### src/rtl/ps2_pkg.sv
`default_nettype none
// ============================================================================
//  Module   : ps2_pkg
//  Purpose  : Shared types and constants for the PS/2 character source.
//             Receiver state encoding, scan-code prefix values, the bit
//             positions of the ext/brk flags inside the 16-bit character,
//             and a helper that assembles a character word.
//  Macros   : none (see ps2_frame_rx for PS2_PARITY_CHECK_EN)
//  Revision : 1.0 - initial release
// ============================================================================
package ps2_pkg;

  typedef enum logic [1:0] {
    IDLE   = 2'd0,
    DATA   = 2'd1,
    PARITY = 2'd2,
    STOP   = 2'd3
  } rx_state_t;

  localparam logic [7:0] PS2_PREFIX_EXT = 8'hE0;
  localparam logic [7:0] PS2_PREFIX_BRK = 8'hF0;

  localparam int EXT_BIT = 9;
  localparam int BRK_BIT = 8;

  // {6'b0, ext, brk, code}
  function automatic logic [15:0] make_char(input logic ext,
                                            input logic brk,
                                            input logic [7:0] code);
    logic [15:0] c;
    c          = 16'h0000;
    c[EXT_BIT] = ext;
    c[BRK_BIT] = brk;
    c[7:0]     = code;
    return c;
  endfunction

endpackage
`default_nettype wire

### src/rtl/ps2_frame_rx.sv
`default_nettype none
// ============================================================================
//  Module   : ps2_frame_rx
//  Purpose  : PS/2 device-to-host frame receiver. Synchronises the raw PS/2
//             clock and data pins, detects falling edges of the PS/2 clock,
//             and walks start / 8 data (LSB first) / parity / stop bits.
//             Aborts an open frame after TIMEOUT_CYCLES edgeless cycles.
//  Macros   : PS2_PARITY_CHECK_EN - when defined, frames failing odd parity
//             are rejected with frame_err; otherwise parity is ignored.
//  Ports    : clk        in   system clock
//             rst        in   asynchronous active-low reset
//             ps2_clk    in   raw PS/2 clock pin
//             ps2_data   in   raw PS/2 data pin
//             rx_byte    out  last received byte (valid with byte_valid)
//             byte_valid out  one-cycle pulse, rx_byte holds a good byte
//             frame_err  out  one-cycle pulse on stop/parity/timeout error
//  Revision : 1.0 - initial release
// ============================================================================
module ps2_frame_rx #(
  parameter int TIMEOUT_CYCLES = 5000
) (
  input  logic       clk,
  input  logic       rst,
  input  logic       ps2_clk,
  input  logic       ps2_data,
  output logic [7:0] rx_byte,
  output logic       byte_valid,
  output logic       frame_err
);
  import ps2_pkg::*;

  localparam int             TW         = $clog2(TIMEOUT_CYCLES + 1);
  localparam logic [TW-1:0]  TIMER_LAST = TW'(TIMEOUT_CYCLES - 1);

  logic [1:0]    clk_sync;
  logic [1:0]    data_sync;
  logic          clk_prev;
  logic          fall;
  logic          data_bit;

  rx_state_t     state;
  rx_state_t     state_next;
  logic [7:0]    shift;
  logic [2:0]    bit_cnt;
  logic [TW-1:0] timer;
  logic          timeout;
  logic          parity_ok;
  logic          valid_next;
  logic          err_next;

  assign fall     = clk_prev & ~clk_sync[1];
  assign data_bit = data_sync[1];

`ifdef PS2_PARITY_CHECK_EN
  logic parity_bit;
  // Odd parity: data plus parity bit must carry an odd number of ones.
  assign parity_ok = ^{shift, parity_bit};
`else
  assign parity_ok = 1'b1;
`endif

  // Timer counts edgeless cycles; this is the last one allowed.
  assign timeout = (state != IDLE) && !fall && (timer == TIMER_LAST);

  always_comb begin
    state_next = state;
    valid_next = 1'b0;
    err_next   = 1'b0;
    if (timeout) begin
      state_next = IDLE;
      err_next   = 1'b1;
    end else if (fall) begin
      case (state)
        IDLE:    if (!data_bit) state_next = DATA;
        DATA:    if (bit_cnt == 3'd7) state_next = PARITY;
        PARITY:  state_next = STOP;
        STOP: begin
          state_next = IDLE;
          if (data_bit && parity_ok) valid_next = 1'b1;
          else                       err_next   = 1'b1;
        end
        default: state_next = IDLE;
      endcase
    end
  end

  always_ff @(posedge clk or negedge rst) begin
    if (!rst) begin
      // Idle line is high; starting sync flops at 1 avoids a false edge.
      clk_sync   <= 2'b11;
      data_sync  <= 2'b11;
      clk_prev   <= 1'b1;
      state      <= IDLE;
      shift      <= 8'h00;
      bit_cnt    <= 3'd0;
      timer      <= '0;
      rx_byte    <= 8'h00;
      byte_valid <= 1'b0;
      frame_err  <= 1'b0;
`ifdef PS2_PARITY_CHECK_EN
      parity_bit <= 1'b0;
`endif
    end else begin
      clk_sync   <= {clk_sync[0], ps2_clk};
      data_sync  <= {data_sync[0], ps2_data};
      clk_prev   <= clk_sync[1];
      state      <= state_next;
      byte_valid <= valid_next;
      frame_err  <= err_next;
      if (valid_next) rx_byte <= shift;

      if (state_next == IDLE || fall) timer <= '0;
      else                            timer <= timer + TW'(1);

      if (fall) begin
        if (state == IDLE) bit_cnt <= 3'd0;
        if (state == DATA) begin
          shift   <= {data_bit, shift[7:1]};
          bit_cnt <= bit_cnt + 3'd1;
        end
`ifdef PS2_PARITY_CHECK_EN
        if (state == PARITY) parity_bit <= data_bit;
`endif
      end
    end
  end

endmodule
`default_nettype wire

### src/rtl/ps2_char_source.sv
`default_nettype none
// ============================================================================
//  Module   : ps2_char_source
//  Purpose  : Turns PS/2 keyboard frames into paced 16-bit characters.
//             E0/F0 prefixes are folded into ext/brk flags, completed
//             characters are queued in a FIFO, and each is presented with a
//             one-cycle newchar strobe at least GAP_CYCLES apart.
//  Macros   : PS2_PARITY_CHECK_EN (passed through to ps2_frame_rx)
//  Ports    : clk       in   system clock
//             rst       in   asynchronous active-low reset
//             ps2_clk   in   raw PS/2 clock pin
//             ps2_data  in   raw PS/2 data pin
//             newchar   out  one-cycle strobe, char updated this cycle
//             char      out  {6'b0, ext, brk, scancode}, held between strobes
//             frame_err out  one-cycle pulse on a receive error
//             overflow  out  sticky, a character was dropped (FIFO full)
//  Revision : 1.0 - initial release
// ============================================================================
module ps2_char_source #(
  parameter int FIFO_DEPTH     = 8,
  parameter int GAP_CYCLES     = 8,
  parameter int TIMEOUT_CYCLES = 5000
) (
  input  logic        clk,
  input  logic        rst,
  input  logic        ps2_clk,
  input  logic        ps2_data,
  output logic        newchar,
  output logic [15:0] char,
  output logic        frame_err,
  output logic        overflow
);
  import ps2_pkg::*;

  localparam int PW = $clog2(FIFO_DEPTH);
  localparam int CW = PW + 1;
  localparam int GW = $clog2(GAP_CYCLES + 1);

  logic [7:0]    rx_byte;
  logic          byte_valid;
  logic          rx_err;

  logic          ext;
  logic          brk;
  logic          is_ext;
  logic          is_brk;
  logic          push;
  logic [15:0]   push_data;
  logic          pop;
  logic          full;
  logic          accept;

  logic [15:0]   mem [FIFO_DEPTH];
  logic [PW-1:0] wr_ptr;
  logic [PW-1:0] rd_ptr;
  logic [CW-1:0] count;
  logic [GW-1:0] gap;

  ps2_frame_rx #(
    .TIMEOUT_CYCLES (TIMEOUT_CYCLES)
  ) u_rx (
    .clk        (clk),
    .rst        (rst),
    .ps2_clk    (ps2_clk),
    .ps2_data   (ps2_data),
    .rx_byte    (rx_byte),
    .byte_valid (byte_valid),
    .frame_err  (rx_err)
  );

  assign frame_err = rx_err;

  assign is_ext    = (rx_byte == PS2_PREFIX_EXT);
  assign is_brk    = (rx_byte == PS2_PREFIX_BRK);
  assign push      = byte_valid && !is_ext && !is_brk;
  assign push_data = make_char(ext, brk, rx_byte);

  assign pop    = (count != '0) && (gap == '0);
  assign full   = (count == CW'(FIFO_DEPTH));
  // A pop in the same cycle frees the slot, so a full FIFO still accepts.
  assign accept = push && (!full || pop);

  always_ff @(posedge clk or negedge rst) begin
    if (!rst) begin
      ext <= 1'b0;
      brk <= 1'b0;
    end else if (rx_err) begin
      ext <= 1'b0;
      brk <= 1'b0;
    end else if (byte_valid) begin
      if (is_ext)      ext <= 1'b1;
      else if (is_brk) brk <= 1'b1;
      else begin
        ext <= 1'b0;
        brk <= 1'b0;
      end
    end
  end

  // Storage needs no reset; occupancy is tracked by count.
  always_ff @(posedge clk) begin
    if (accept) mem[wr_ptr] <= push_data;
  end

  always_ff @(posedge clk or negedge rst) begin
    if (!rst) begin
      wr_ptr   <= '0;
      rd_ptr   <= '0;
      count    <= '0;
      overflow <= 1'b0;
      gap      <= '0;
      newchar  <= 1'b0;
      char     <= 16'h0000;
    end else begin
      if (accept) wr_ptr <= wr_ptr + PW'(1);
      if (pop)    rd_ptr <= rd_ptr + PW'(1);
      count <= count + CW'(accept) - CW'(pop);
      if (push && !accept) overflow <= 1'b1;

      newchar <= pop;
      if (pop) begin
        char <= mem[rd_ptr];
        gap  <= GW'(GAP_CYCLES);
      end else if (gap != '0) begin
        gap <= gap - GW'(1);
      end
    end
  end

endmodule
`default_nettype wire

### config.mk
export PLATFORM = sky130hd
export DESIGN_NAME = ps2_char_source
export DESIGN_NICKNAME = d
export VERILOG_FILES = /design/src/rtl/ps2_pkg.sv /design/src/rtl/ps2_frame_rx.sv /design/src/rtl/ps2_char_source.sv
export SDC_FILE = /design/constraint.sdc
export NUM_CORES = 1
export LEC_CHECK = 0
export BUFFER_PORTS_ARGS = -buffer_cell sky130_fd_sc_hd__buf_2
export CORE_AREA = 2 2 103 105
export DETAILED_ROUTE_END_ITERATION = 8
export DIE_AREA = 0 0 105 107
export PLACE_DENSITY_LB_ADDON = 0.2
export SETUP_SLACK_MARGIN = 0.02
export SKIP_LAST_GASP = 1
export SLEW_MARGIN = 10
export SYNTH_ARGS = -nofsm -noshare
export SYNTH_HDL_FRONTEND = slang
export SYNTH_SLANG_ARGS = --single-unit
### constraint.sdc
create_clock -name clk -period 3.1 [get_ports clk]
set_input_delay 0 -clock clk [delete_from_list [all_inputs] [get_ports clk]]
set_output_delay 0 -clock clk [all_outputs]
set_load 0.005 [all_outputs]
-- Word level (Yosys, flattened, before mapping)
Memory sizes are Yosys's and may differ from the RTL's. A register that Yosys moved wholly into a read port is not among the register bits.
Index checks and enable logic that the tools add are counted.
- register bits after elaboration: 75
- bits in writable memories: 80
- input bits: 4
- output and inout port bits: 19
- memories: 1
- memories (memory ; depth ; bits a word ; read ports ; clocked after memory_dff ; write ports ; line ; text):
    mem ; 8 ; 10 ; 1 ; 1 ; 1 ; ps2_char_source.sv:53 ; logic [15:0] mem [FIFO_DEPTH];
- add/sub/neg operators: 7
- equality and inequality tests: 10
- multiplexer cells: 28
- bitwise operators: 2
- reduce and logical (&&, ||, !) cells: 28
- operators by type and width (kind ; count):
    $mux 1 ; 18
    $eq 8x8->1 const B ; 2
    $add 13x1->13 const B ; 1
    $eq 13x13->1 const B ; 1
    $mux 13 ; 1
    $add 3x1->3 const B ; 3
    $mux 2 ; 4
    $mux 4 ; 2
    $pmux 2 s4 ; 1
    $reduce_and 2->1 ; 4
    $reduce_bool 2->1 ; 4
    $reduce_bool 4->1 ; 2
    $logic_and 1x1->1 ; 7
    $logic_not 1->1 ; 6
    $mux 3 ; 2
    $add 4x1->4 ; 1
    $eq 2x2->1 const B ; 2
    $eq 4x4->1 const B ; 1
    $logic_not 2->1 ; 2
    $logic_not 4->1 ; 1
    $sub 4x1->4 ; 1
    $sub 4x1->4 const B ; 1
    $eq 3x3->1 const B ; 1
    $ne 3x2->1 const B ; 1
    other kinds (5) ; 6

-- Logic depth before layout (Yosys ltp)
- depth in word-level cells: 9
- depth in mapped cells: 11

-- Modules after synthesis
A second synthesis with hierarchy kept.
- cell total of the unflattened synthesis: 383
- area total of the unflattened synthesis: 6062.1 sq um
- modules (own cells, without submodules) (module ; times used ; cells each ; area an instance (sq um)):
    ps2_char_source ; 1 ; 245 ; 4340.4
    ps2_frame_rx ; 1 ; 138 ; 1721.7

-- Worst setup path after synthesis
Ideal clock, no wire load.
- path kind: flip-flop to flip-flop
- start point: register count[2]
- end point: memory mem[0][0] (netlist bit), enable pin
- library setup time: 0.390 ns
- arrival: 2.389 ns
- required time: 2.710 ns
- path slack: 0.322 ns
- cell stages (with the launch flop): 7
- period minus slack after synthesis: 2.778 ns
- path through: dfrtp_1 > inv_1 > ha_1 > or4b_4 > a221oi_4 > nand2b_2 > nor3_1
- cells in the longest elaborated chain, start to end: 6
- elaborated cells between the ends (all ways): 8
- ends and longest elaborated chain (item ; line ; text):
    start: declaration ; ps2_char_source.sv:56 ; logic [CW-1:0] count;
    start signal: assignment ; ps2_char_source.sv:117 ; count <= count + CW'(accept) - CW'(pop);
    $eq 4x4->1 / $reduce_bool 4->1 (equally long branches) ; ps2_char_source.sv:79, ps2_char_source.sv:78 ;
    $logic_not 1->1 / $logic_and 1x1->1 (equally long branches) ; ps2_char_source.sv:81, ps2_char_source.sv:78 ;
    $logic_or 1x1->1 * ; ps2_char_source.sv:81 ; assign accept = push && (!full || pop);
    $logic_and 1x1->1 * ; ps2_char_source.sv:81 ;
    net accept ; ps2_char_source.sv:51 ; logic accept;
    $mux 1 * ; ps2_char_source.sv:102 ; if (accept) mem[wr_ptr] <= push_data;
    $mux 1 (not written as such) * ; ps2_char_source.sv:102 ;
    end: declaration ; ps2_char_source.sv:53 ;
Mark *: on every way through the listed nets, which the timed path passes. The rest lies on a longest branch.

-- Worst setup path in the final report
- start point: register count[2]
- end point: memory mem[1][2] (netlist bit), enable pin
Same word-level chain as after synthesis.

==> metrics.txt <==
status finished clean; Syn Inst Count 379; Net Sw Power 0.00170 W; Die X 105 um; Min-Delay Path Depth 2; Total GRT Usage 19.6%; sequential share of power 47.4%; IO Port Bufs 16; number of synthesized flops with an enable pin 80; #FFs+latches synth 149; WP data arrival 2.72 ns; YS warnings 0; Final setup viols 0; fin crit share 81.1%; PwrDens 844 nW/um^2; area of the multi-input gates 1780 um^2; layout cells sized above 1 26.5%; row count 37; Pins Over Slew Limit 0; CP required 3.31 ns; H-tree depth 4; post-synth cell types 44; largest net degree at the start of global routing 51; initial antenna violation count 0; worst setup path class register to register; Synth Cell Area 6040 um^2; core area 10,100 um^2; DR WL/cell 17.6 um; # clock sinks 149; first-pass GRT wire length 16,500 um; antenna-violating nets left 0; Syn Area/Cell 15.9 um^2; Clock Tree Buf Depth 2; Hold Crit Class primary input to register; drt first pass iters 4; initial core utilization 59.8%; Sum Neg Setup Slack 0 ns; combinational power share 19.8%; Worst setup EP type register; post-DP HPWL 6430 um; Clock Power Share 32.8%; 1st-iter DRT viols 177; Max Freq 398 MHz; register area 4140 um^2; Max-Slew Margin vs Limit 36.5%; Max Cap Violations 0; Clock transition at path regs 0.06 ns; most frequent cells in the layout edfxtp_1, dfrtp_1, nor2_1; ys async rst share 46.3%; Tmin final 2.51 ns; ANT cells 0; Place WS 0.637 ns; latest clock arrival within the worst-skew pair 0.51 ns; CP startpoint kind register; overall power consumption 0.00582 W; Vias/cell 5.51; Worst R2R Path Depth 7; worst vdd ir 0.580 mV; Final Skew 0.00520 ns; DR vias 3,119; cts repair resizes 0; Final Hold Viols 0; commonest non-fill, non-tap cell in the layout edfxtp_1; # DRC 0; setup ws final 0.587 ns; # IOs 23; Routed Wire Length 9970 um; Die Area 11,200 um^2; clock root buffer clkbuf_8; Max FO, Critical Path 10; final net count 434; GRT overflow 0; Seq/Total Area, Yosys 68.5%; LEAKAGE 2.80 nW; RSZ-0062 raised after global routing no; CTS Buf Count 17; worst-margin pin slew 0.953 ns; worst stage delay on the critical path 0.57 ns; P_int 0.00413 W; CTS tree built; worst-path cell chain inv_1, ha_1, or4b_4, a221oi_4, nand2_2, nor3_1, buf_4; CP max-delay cell or4b_4; GPL Wtd Cong 0.756; commonest register cell after synthesis edfxtp_1; filler cell count 698; Switching Fraction 29.1%; vias in the first global route 3,213; Die Ht 107 um; synthesis-to-finish area growth 14.3%
-- stage by stage --
step / instance area (um^2) / std cells / utilization [%] / hold WS, ns
after floorplan: 6060 / 384 / - / -0.296
after global placement: 6300 / 530 / 62.4 / -0.0267
after detailed placement: 6300 / 530 / 62.4 / -0.00971
after CTS: 6900 / 566 / 68.4 / 0.101
after global routing: 6900 / 566 / 68.4 / 0.114
final: 6900 / 566 / 68.4 / 0.130
-- critical path, delay by kind of cell, from the launching register on --
family                     cells  cell delay, ns
buffers and inverters          2            0.32
DFF                            1            0.33
and+or+nand+nor                3            0.93
adders and majority gates      1            0.23
AOI/OAI and AO/OA              1            0.41
-- worst paths after layout --
check,start,endpoint,slack [ns]
min in group asynchronous,rst,count[1],0.17
max reg2reg,count[2],mem[1][2],0.59
max,count[2],mem[1][2],0.59
min reg2reg,u_rx.data_sync[0],u_rx.data_sync[1],0.36
min,ps2_data,u_rx.data_sync[0],0.13
max in group asynchronous,rst,char[2],1.78
-- logic make-up (layout without fill, tap and decap cells) --
family / Yosys count / after routing / share of synthesized area [%]
adders and majority gates: 13 / 13 / 2.82
other: 1 / 6 / 0.0621
and+or+nand+nor: 88 / 88 / 7.88
DFF: 149 / 149 / 68.5
muxes: 49 / 49 / 12.6
buffers and inverters: 31 / 77 / 2.38
AOI/OAI and AO/OA: 30 / 30 / 3.11
xor gates and xnor gates: 18 / 18 / 2.61
-- sequential cells by signal, summed over array words and instances, names as in the netlist, 2 cells and up --
name,flops
mem,80
rd_ptr,3
u_rx.rx_byte,8
u_rx.bit_cnt,3
wr_ptr,3
u_rx.shift,8
u_rx.timer,13
gap,4
u_rx.state,2
char,10
u_rx.clk_sync,2
count,4
u_rx.data_sync,2
-- synth_stat cells (5+ instances only) --
cell	instances	area (um^2)
nor2_1	33	124
dfrtp_1	64	1600
nand3_1	6	30.0
edfxtp_1	80	2400
mux2_2	18	203
clkbuf_1	5	18.8
dfstp_2	5	131
a21oi_1	17	85.1
nand2_1	14	52.6
inv_1	13	48.8
xor2_1	14	123
ha_1	12	150
nand4_1	6	37.5
buf_4	6	45.0
mux4_2	20	450
mux2i_1	11	110
o21ai_0	7	35.0
-- final cells by class --
cell class / instances / share of cell area, %
clock inverter: 15 / 2.14
clock buffer: 17 / 6.00
timing repair buffer: 32 / 3.05
multi-input combinational: 204 / 25.7
inverter: 13 / 0.707
tap: 136 / 2.47
sequential: 149 / 59.9
-- per-layer routing --
metal,wire length [um],track usage (%),vias up
li1,-,-,1459
met1,4370,26.1,1588
met2,5220,32.7,61
met3,276,4.19,11
met4,97,6.57,0
met5,0,0,-
-- repair_timing --
action / in CTS / in global routing
buffers inserted: 0 / 0
endpoints found under the hold margin: 21 / 0
hold buffers: 4 / 0
-- power by group through the flow --
stage | Clock, W | Sequential [W] | Combinational (W)
finish | 0.00191 | 0.00276 | 0.00115
global route | 0.00202 | 0.00282 | 0.00133
CTS | 0.00195 | 0.00277 | 0.00119
detailed placement | 0 | 0.00280 | 0.00117
global placement | 0 | 0.00278 | 0.00113
floorplan | 0 | 0.00264 | 0.000978
No activity file was read; power rests on OpenSTA's default activity.
